==> config.mk <==
export PLATFORM = sky130hd
export DESIGN_NAME = ibex_mem_arbiter
export DESIGN_NICKNAME = d
export VERILOG_FILES = /design/src/rtl/ibex_mem_arb_pkg.sv /design/src/rtl/ibex_mem_arb_resp.sv /design/src/rtl/ibex_mem_arbiter.sv
export SDC_FILE = /design/constraint.sdc
export NUM_CORES = 1
export LEC_CHECK = 0
export ABC_AREA = 1
export BUFFER_PORTS_ARGS = -buffer_cell sky130_fd_sc_hd__buf_4
export CAP_MARGIN = 20
export CORE_AREA = 3 3 106 108
export DETAILED_ROUTE_END_ITERATION = 10
export DIE_AREA = 0 0 109 111
export PLACE_DENSITY = 0.68
export RECOVER_POWER = 100
export SLEW_MARGIN = 20
export SYNTH_ARGS = -nofsm -noshare
export SYNTH_HDL_FRONTEND = slang
export SYNTH_SLANG_ARGS = --single-unit
==> constraint.sdc <==
create_clock -name clk_sys -period 3.8 [get_ports clk_sys]
set_clock_uncertainty 0.05 [all_clocks]
set_input_delay 0.38 -clock clk_sys [delete_from_list [all_inputs] [get_ports clk_sys]]
set_output_delay 0.38 -clock clk_sys [all_outputs]
set_load 0.005 [all_outputs]
==> src/rtl/ibex_mem_arb_pkg.sv <==
// Shared types and helpers for the Ibex instruction/data SRAM arbiter.
package ibex_mem_arb_pkg;

    localparam int STREAK_W = 4;

    typedef enum logic [1:0] {
        OWNER_NONE  = 2'd0,
        OWNER_INSTR = 2'd1,
        OWNER_DATA  = 2'd2
    } owner_e;

    // The window must be size-aligned, so masking off the offset bits yields the base.
    function automatic logic in_range(input logic [31:0] addr,
                                      input logic [31:0] start,
                                      input logic [31:0] size);
        return (addr & ~(size - 32'd1)) == start;
    endfunction

endpackage

==> src/rtl/ibex_mem_arb_resp.sv <==
// Response tracker: remembers who owns the in-flight access and steers rvalid/err/rdata
// back to that port one cycle after the grant.
module ibex_mem_arb_resp
    import ibex_mem_arb_pkg::*;
(
    input  logic        clk_sys,
    input  logic        rst_sys,
    input  logic [1:0]  i_owner,
    input  logic        i_err,
    input  logic [31:0] i_mem_rdata,
    output logic        o_instr_rvalid,
    output logic        o_instr_err,
    output logic [31:0] o_instr_rdata,
    output logic        o_data_rvalid,
    output logic        o_data_err,
    output logic [31:0] o_data_rdata
);

    owner_e      r_owner;
    logic        r_err;
    logic        w_rvalid;
    logic [31:0] w_rdata;

    always_ff @(posedge clk_sys or posedge rst_sys) begin
        if (rst_sys) begin
            r_owner <= OWNER_NONE;
            r_err   <= 1'b0;
        end else begin
            r_owner <= owner_e'(i_owner);
            r_err   <= i_err;
        end
    end

    // Error responses never expose SRAM data, which may be stale from an earlier access.
    assign w_rvalid = (r_owner != OWNER_NONE);
    assign w_rdata  = (w_rvalid && !r_err) ? i_mem_rdata : 32'h0;

    assign o_instr_rvalid = (r_owner == OWNER_INSTR);
    assign o_instr_err    = o_instr_rvalid & r_err;
    assign o_instr_rdata  = o_instr_rvalid ? w_rdata : 32'h0;

    assign o_data_rvalid  = (r_owner == OWNER_DATA);
    assign o_data_err     = o_data_rvalid & r_err;
    assign o_data_rdata   = o_data_rvalid ? w_rdata : 32'h0;

endmodule

==> src/rtl/ibex_mem_arbiter.sv <==
// Single-port SRAM arbiter between Ibex fetch and data ports: same-cycle grant,
// one-cycle response, out-of-range error, bounded instruction priority.
module ibex_mem_arbiter
    import ibex_mem_arb_pkg::*;
#(
    parameter logic [31:0] MEM_START        = 32'h0000_0000,
    parameter int          MEM_SIZE         = 8192,
    parameter int          MAX_INSTR_STREAK = 4
) (
    input  logic        clk_sys,
    input  logic        rst_sys,
    input  logic        instr_req_i,
    input  logic [31:0] instr_addr_i,
    output logic        instr_gnt_o,
    output logic        instr_rvalid_o,
    output logic        instr_err_o,
    output logic [31:0] instr_rdata_o,
    input  logic        data_req_i,
    input  logic        data_we_i,
    input  logic [3:0]  data_be_i,
    input  logic [31:0] data_addr_i,
    input  logic [31:0] data_wdata_i,
    output logic        data_gnt_o,
    output logic        data_rvalid_o,
    output logic        data_err_o,
    output logic [31:0] data_rdata_o,
    output logic        mem_req_o,
    output logic        mem_we_o,
    output logic [3:0]  mem_be_o,
    output logic [31:0] mem_addr_o,
    output logic [31:0] mem_wdata_o,
    input  logic [31:0] mem_rdata_i
);

    localparam logic [STREAK_W-1:0] MAX_STREAK = MAX_INSTR_STREAK[STREAK_W-1:0];
    localparam logic [31:0]         SIZE_W     = MEM_SIZE[31:0];

    logic [STREAK_W-1:0] r_streak;
    logic [STREAK_W-1:0] w_streak_nxt;
    logic                w_instr_gnt;
    logic                w_data_gnt;
    logic [31:0]         w_sel_addr;
    logic                w_in_range;
    logic [1:0]          w_owner;
    logic                w_err;

    // Grants are held off while reset is asserted so the first grant lands after release.
    always_comb begin
        w_instr_gnt = 1'b0;
        w_data_gnt  = 1'b0;
        if (!rst_sys) begin
            if (data_req_i && (!instr_req_i || (r_streak == MAX_STREAK))) begin
                w_data_gnt = 1'b1;
            end else if (instr_req_i) begin
                w_instr_gnt = 1'b1;
            end
        end
    end

    assign w_sel_addr = w_data_gnt ? data_addr_i : instr_addr_i;
    assign w_in_range = in_range(w_sel_addr, MEM_START, SIZE_W);

    always_comb begin
        mem_req_o   = 1'b0;
        mem_we_o    = 1'b0;
        mem_be_o    = 4'h0;
        mem_addr_o  = 32'h0;
        mem_wdata_o = 32'h0;
        w_owner     = OWNER_NONE;
        w_err       = 1'b0;
        if (w_data_gnt || w_instr_gnt) begin
            w_owner = w_data_gnt ? OWNER_DATA : OWNER_INSTR;
            w_err   = !w_in_range;
            if (w_in_range) begin
                mem_req_o   = 1'b1;
                mem_we_o    = w_data_gnt & data_we_i;
                mem_be_o    = w_data_gnt ? data_be_i : 4'hF;
                mem_addr_o  = w_sel_addr;
                mem_wdata_o = w_data_gnt ? data_wdata_i : 32'h0;
            end
        end
    end

    // Streak only counts instruction wins that actually made the data port wait.
    always_comb begin
        w_streak_nxt = r_streak;
        if (w_data_gnt || !data_req_i) begin
            w_streak_nxt = '0;
        end else if (w_instr_gnt && (r_streak != MAX_STREAK)) begin
            w_streak_nxt = r_streak + 1'b1;
        end
    end

    always_ff @(posedge clk_sys or posedge rst_sys) begin
        if (rst_sys) begin
            r_streak <= '0;
        end else begin
            r_streak <= w_streak_nxt;
        end
    end

    assign instr_gnt_o = w_instr_gnt;
    assign data_gnt_o  = w_data_gnt;

    ibex_mem_arb_resp u_resp (
        .clk_sys        (clk_sys),
        .rst_sys        (rst_sys),
        .i_owner        (w_owner),
        .i_err          (w_err),
        .i_mem_rdata    (mem_rdata_i),
        .o_instr_rvalid (instr_rvalid_o),
        .o_instr_err    (instr_err_o),
        .o_instr_rdata  (instr_rdata_o),
        .o_data_rvalid  (data_rvalid_o),
        .o_data_err     (data_err_o),
        .o_data_rdata   (data_rdata_o)
    );

endmodule

==> results of run 1 <==
## worst max-delay path, delay by kind of cell (launching register included)
| kind | cells | cell delay [ns] |
|---|---|---|
| buf+inv | 5 | 0.96 |
| simple gates | 6 | 0.94 |
| flops | 1 | 0.38 |
| compound gates | 1 | 0.20 |
| fa+ha+maj | 1 | 0.16 |
## registers in the layout (all words and copies together), names as in the netlist
| signal | count |
|---|---|
| u_resp.r_owner | 2 |
| r_streak | 4 |
| u_resp.r_err | 1 |
## layer usage
metal	global-route usage	wire [um]
met1	0.1897	4092
met4	0.02020	88
met5	0	0
met3	0.02621	987
met2	0.2695	4827
## power by group through the flow
stage	Sequential [mW]	Combinational, mW	Clock [mW]
after CTS	0.0801	0.261	0.105
after global routing	0.0804	0.286	0.109
final	0.0802	0.254	0.102
after detailed placement	0.0812	0.260	0
after global placement	0.0811	0.261	0
after floorplan	0.0802	0.123	0
## through the flow
stage	worst slack (ns)	cell area (um2)	power (mW)	util	hold WS, ns
after floorplan	1.503	2501	0.2032	-	0.1434
after global placement	0.9116	4380	0.3424	0.4243	0.3223
after detailed placement	0.8222	4380	0.3412	0.4243	0.3245
after CTS	0.5873	4425	0.4454	0.4287	0.08806
after global routing	0.1991	4193	0.4750	0.4061	0.2549
final	0.5080	4193	0.4359	0.4061	0.2049
## kinds of logic (layout without fill, tap and decap cells)
kind of cell	after synthesis	count (layout)	share of synthesized area
AO/OA/AOI/OAI	17	17	0.03650
buffers and inverters	154	373	0.2895
other	1	19	0.001541
AND/OR/NAND/NOR	288	288	0.5902
adder cells (fa/ha/maj)	2	2	0.01028
flip-flops	7	7	0.07198
## placed cells by master, fill, tap and decap left out
| cell type | n |
|---|---|
| clkbuf_8 | 3 |
| clkbuf_1 | 25 |
| nand3_2 | 1 |
| nor2_2 | 4 |
| conb_1 | 19 |
| inv_1 | 103 |
| nand2_2 | 1 |
| o21ai_0 | 11 |
| a21oi_4 | 1 |
| nand3_1 | 69 |
| nor2_1 | 38 |
| buf_4 | 175 |
| o21ai_2 | 1 |
| nand2_4 | 1 |
| a21oi_1 | 4 |
| dfrtp_1 | 7 |
| buf_12 | 1 |
| nand4_1 | 9 |
| nor3_2 | 3 |
| inv_2 | 1 |
| ha_1 | 2 |
| nand2_1 | 127 |
| clkbuf_4 | 65 |
| nand3_4 | 2 |
| nor3_1 | 33 |
## final cells by class
| class | instances | area share |
|---|---|---|
| Timing Repair Buffer | 265 | 0.4560 |
| Multi-Input combinational cell | 326 | 0.3578 |
| Inverter | 104 | 0.09311 |
| Sequential cell | 7 | 0.04178 |
| Tap cell | 136 | 0.04058 |
| Clock buffer | 4 | 0.01074 |
## how the worst min path moves through the flow
stage               slack [ns]     endpoint     from  depth (start not counted)
finish                    0.20  r_streak[2]  rst_sys                          2
global route              0.25  r_streak[0]  rst_sys                          2
CTS                       0.09  r_streak[2]  rst_sys                          2
detailed placement        0.32  r_streak[2]  rst_sys                          2
global placement          0.32  r_streak[2]  rst_sys                          2
floorplan                 0.14  r_streak[0]  rst_sys                          1
==> run metrics, run 1 <==
outcome=complete, no violations; Leak=2.719 nW; nets=846; maxcap violations=0; clk slew on worst S/H paths=0.04 ns; Hold WC Path Type=input port to async pin; most frequent cell after synthesis=nand2_1; Post-Synthesis Cell Area=0.002434 mm2; Final GP Congestion=0.8951; area of the multi-input gates=0.001500 mm2; Cell Count, Final, Fillers Out=842; area fraction of the dominant cell type after synthesis=0.1959; via density per instance=4.175; Pint=281.0 uW; ranking of synthesized cells by area=nand2_1 (20%), inv_1 (16%), nand3_1 (14%), nor3_2 (12%), dfrtp_1 (7.2%); total core area=0.01032 mm2; Syn Area/Cell=5.189 um2; WP data arrival=2.86 ns; layout cells sized above 1=0.3669; WL final=9996 um; via count=3515; top cells by count, synth=nand2_1 (127), inv_1 (102), nand3_1 (69); final hold viol count=0; worst slew pin tran=1.398 ns; CTS tree=yes; Yosys Warn Count=0; Max Root-Sink Buffers=2; Synth cell types=24; register area=175.2 um2; DRT iter0 DRCs=205; sequential power share=0.184; Critical Path Sink=mem_wdata_o[16]; PD cells=104.0 mW/mm2; setup TNS=0 ns; Crit Reg-Reg Endpoint=u_resp.r_err; Worst path slowest cell=dfrtp_1; Remaining Overflow, GRT=0; Syn-to-layout area delta=72.29%; r2r worst-path depth=13; Critical path origin=r_streak[0]; peak supply drop=0.09680 mV; EDFF count, synth=0; Synth Flop Type=dfrtp_1; Worst Setup End Kind=output pin; CP Class=flip-flop to output pin; DP HPWL=8414 um; Num CTS Buffers=3; Initial Util=0.2357; initial antenna violation count=0; worst path cell trace=inv_1 > ha_1 > nand3_1 > nand2_4 > nand3_4 > buf_4 > o21ai_0 > nand3_1 > inv_1 > nand2_2 > clkbuf_4 > nor3_1 > buf_4; Achievable Freq=303.8 MHz; port buffer count=257; clock power share=0.234; DRC=0; final critical-path required period=3.292 ns; startpoint types=flip-flop; Slew Limit Headroom=0.06817; crit path max fanout=33; Slew Limit Fails=0; Site Rows=37; # clock sinks=7; first-pass iteration count of the detailed router=4; Tcrit/Tclk final=0.8663; die extent in x=109 um; Routed Antenna Nets=0; full die area=0.01210 mm2; area leader, netlist=nand2_1; DIE HEIGHT=111 um; PostCTS Resize Cnt=0; asr flop ratio synth=1.000; Switching Share=0.3553; worst path required time=3.37 ns; worst reg2reg path startpoint=r_streak[0]; Post-CTS Setup Inserts=0; Post-CTS Hold Buffers=0; pin count of the biggest net entering global routing=50; n_diodes=0; drt wl/cell=11.87 um; power share of the combinational group=0.582; H-Tree Depth=1; GRT Total Usage=0.1505; Synth Instances=469; CP max stage delay=0.38 ns; endpoints failing setup=0; sw power=154.9 uW; register area share after synthesis=0.07198; vias in the first global route=3106; root buf cell=clkbuf_8; RSZ-0062 raised after global routing=false; clk_lat worst skew=0.22 ns; fillcell total=1123; IO Pins=277; dpl cells=838; first-pass GRT wire length=15230 um; Yosys reg bits=7; R2R setup slack=1.32 ns
No activity file was read; power rests on OpenSTA's default activity.
==> inputs of run 2 (changes only) <==
--- a/config.mk
+++ b/config.mk
@@ -6,12 +6,12 @@
 export NUM_CORES = 1
 export LEC_CHECK = 0
 export ABC_AREA = 1
-export BUFFER_PORTS_ARGS = -buffer_cell sky130_fd_sc_hd__buf_4
 export CAP_MARGIN = 20
-export CORE_AREA = 3 3 106 108
+export CORE_AREA = 3 3 108 110
 export DETAILED_ROUTE_END_ITERATION = 10
-export DIE_AREA = 0 0 109 111
-export PLACE_DENSITY = 0.68
+export DIE_AREA = 0 0 111 113
+export DONT_BUFFER_PORTS = 1
+export PLACE_DENSITY = 0.44
 export RECOVER_POWER = 100
 export SLEW_MARGIN = 20
 export SYNTH_ARGS = -nofsm -noshare
==> run 2 against run 1 <==
Compared with the run above:
- the flow now finishes with violations (max-capacitance violations, max-slew violations)
- total power down 29%
- critical path type is now input port to output pin
- core utilization is 19 points lower
- largest cell class is now multi-input combinational cells
- die area grew 3.7%
==> run metrics, run 2 (synthesis results as in run 1) <==
commonest non-fill, non-tap cell in the layout=nand2_1; r2r worst-path depth=13; via density per instance=4.595; PD cells=133.5 mW/mm2; worst path required time=3.37 ns; GRT Total Usage=0.1090; clk_lat worst skew=0.23 ns; Most flops, register=r_streak; port buffer count=0; clock power share=0.337; vias in the first global route=2311; Top Registers=r_streak (4), u_resp.r_owner (2), u_resp.r_err (1); drt wl/cell=13.94 um; layout cells sized above 1=0.04464; hold slack=0.1660 ns; WL final=8195 um; Crit Reg-Reg Endpoint=u_resp.r_err; CP Class=input port to output pin; sw power=123.9 uW; first-pass iteration count of the detailed router=5; Slew Limit Fails=68; Pwr Total=310.1 uW; design area=0.002323 mm2; nets=588; worst slew pin tran=1.969 ns; setup TNS=0 ns; max FFs per register=4; via count=2702; pin count of the biggest net entering global routing=65; Final GP Congestion=0.7960; Hold WC Path Type=input port to flip-flop; RSZ-0062 raised after global routing=false; Pint=186.2 uW; outcome=complete, but fails checks; DRT iter0 DRCs=118; Achievable Freq=298.9 MHz; initial antenna violation count=0; root buf cell=clkbuf_8; failing checks=max-capacitance violations, max-slew violations; clk slew on worst S/H paths=0.04 ns; sequential power share=0.258; WP data arrival=2.92 ns; Switching Share=0.3995; Remaining Overflow, GRT=0; final critical-path required period=3.345 ns; final hold viol count=0; n_diodes=0; Tcrit/Tclk final=0.8804; first-pass GRT wire length=11660 um; Worst Setup End Kind=output pin; CTS tree=yes; crit path max fanout=51; Site Rows=38; IO Pins=277; Syn-to-layout area delta=-4.524%; Slew Limit Headroom=-0.3177; DIE HEIGHT=113 um; commonest non-fill, non-tap cells in the layout=nand2_1 (127), inv_1 (102), nand3_1 (69), nor2_1 (40), nor3_1 (36); die extent in x=111 um; worst reg2reg path startpoint=r_streak[0]; Max Root-Sink Buffers=2; R2R setup slack=1.19 ns; post-route setup slack=0.4545 ns; startpoint types=input port; DRC=0; DP HPWL=6856 um; Post-CTS Setup Inserts=0; fillcell total=1258; Routed Antenna Nets=0; maxcap violations=2; Initial Util=0.2255; peak supply drop=0.1156 mV; power share of the combinational group=0.405; Setup WS pre-CTS=0.5491 ns; total core area=0.01079 mm2; Critical Path Sink=mem_addr_o[3]; Placed Area=0.002421 mm2; Critical path origin=rst_sys; H-Tree Depth=1; full die area=0.01254 mm2; Leak=1.530 nW; Num CTS Buffers=3; # clock sinks=7; endpoints failing setup=0
run 2: cell count changes in the layout (fill, tap and decap cells not counted), moves of 3 or more:
| cell | change |
|---|---|
| clkbuf_1 | -24 |
| nor3_1 | +3 |
| nor3_2 | -3 |
| buf_4 | -170 |
| clkbuf_4 | -65 |
run 2: area by class of cell:
type / count / area (um2) / area share
Multi-Input combinational cell: 327 / 1490 / 0.6414
Inverter: 104 / 390.4 / 0.1680
Sequential cell: 7 / 175.2 / 0.07539
Tap cell: 140 / 175.2 / 0.07539
Timing Repair Buffer: 6 / 47.55 / 0.02046
Clock buffer: 4 / 45.04 / 0.01939
run 2: per-layer routing:
layer	up-vias	share of wire	track usage
li1	1345	-	-
met1	1185	0.40	0.1369
met2	170	0.51	0.2002
met3	2	0.079	0.02032
met4	0	0.0024	0.01232
met5	-	0	0
run 2: stage by stage:
step	util	std cells
2_1_floorplan	-	487
3_3_place_gp	0.2243	582
3_5_place_dp	0.2243	582
4_1_cts	0.2294	587
5_1_grt	0.2153	588
6_report	0.2153	588
run 2: worst min-delay path by stage:
| stage | startpoint | endpoint | slack [ns] | depth (start not counted) |
|---|---|---|---|---|
| global placement | rst_sys | u_resp.r_owner[1] | 0.17 | 1 |
| global route | rst_sys | u_resp.r_owner[0] | 0.17 | 1 |
| floorplan | rst_sys | r_streak[0] | 0.14 | 1 |
| CTS | rst_sys | u_resp.r_owner[0] | 0.16 | 1 |
| finish | rst_sys | u_resp.r_owner[0] | 0.17 | 1 |
| detailed placement | rst_sys | u_resp.r_owner[0] | 0.18 | 1 |
run 2: power by group through the flow:
stage	clock [mW]	combinational, mW	sequential [mW]
3_5_place_dp	0	0.125	0.0813
5_1_grt	0.109	0.147	0.0805
3_3_place_gp	0	0.122	0.0811
2_1_floorplan	0	0.123	0.0802
4_1_cts	0.106	0.127	0.0804
6_report	0.104	0.126	0.0801
run 2: critical path, cell delays in order:
cell,delay [ns]
dlygate4sd3_1,0.55
inv_2,0.28
nand3_4,0.30
inv_1,0.24
buf_4,0.45
nor2_1,0.13
inv_1,0.11
nand3_4,0.21
nor2_1,0.24
run 2: what timing repair did:
| item | in CTS | in global routing |
|---|---|---|
| hold buffers | 1 | 0 |
| setup endpoints to repair | 0 | 51 |
| gates resized for setup | 0 | 0 |
| endpoints found under the hold margin | 7 | 0 |
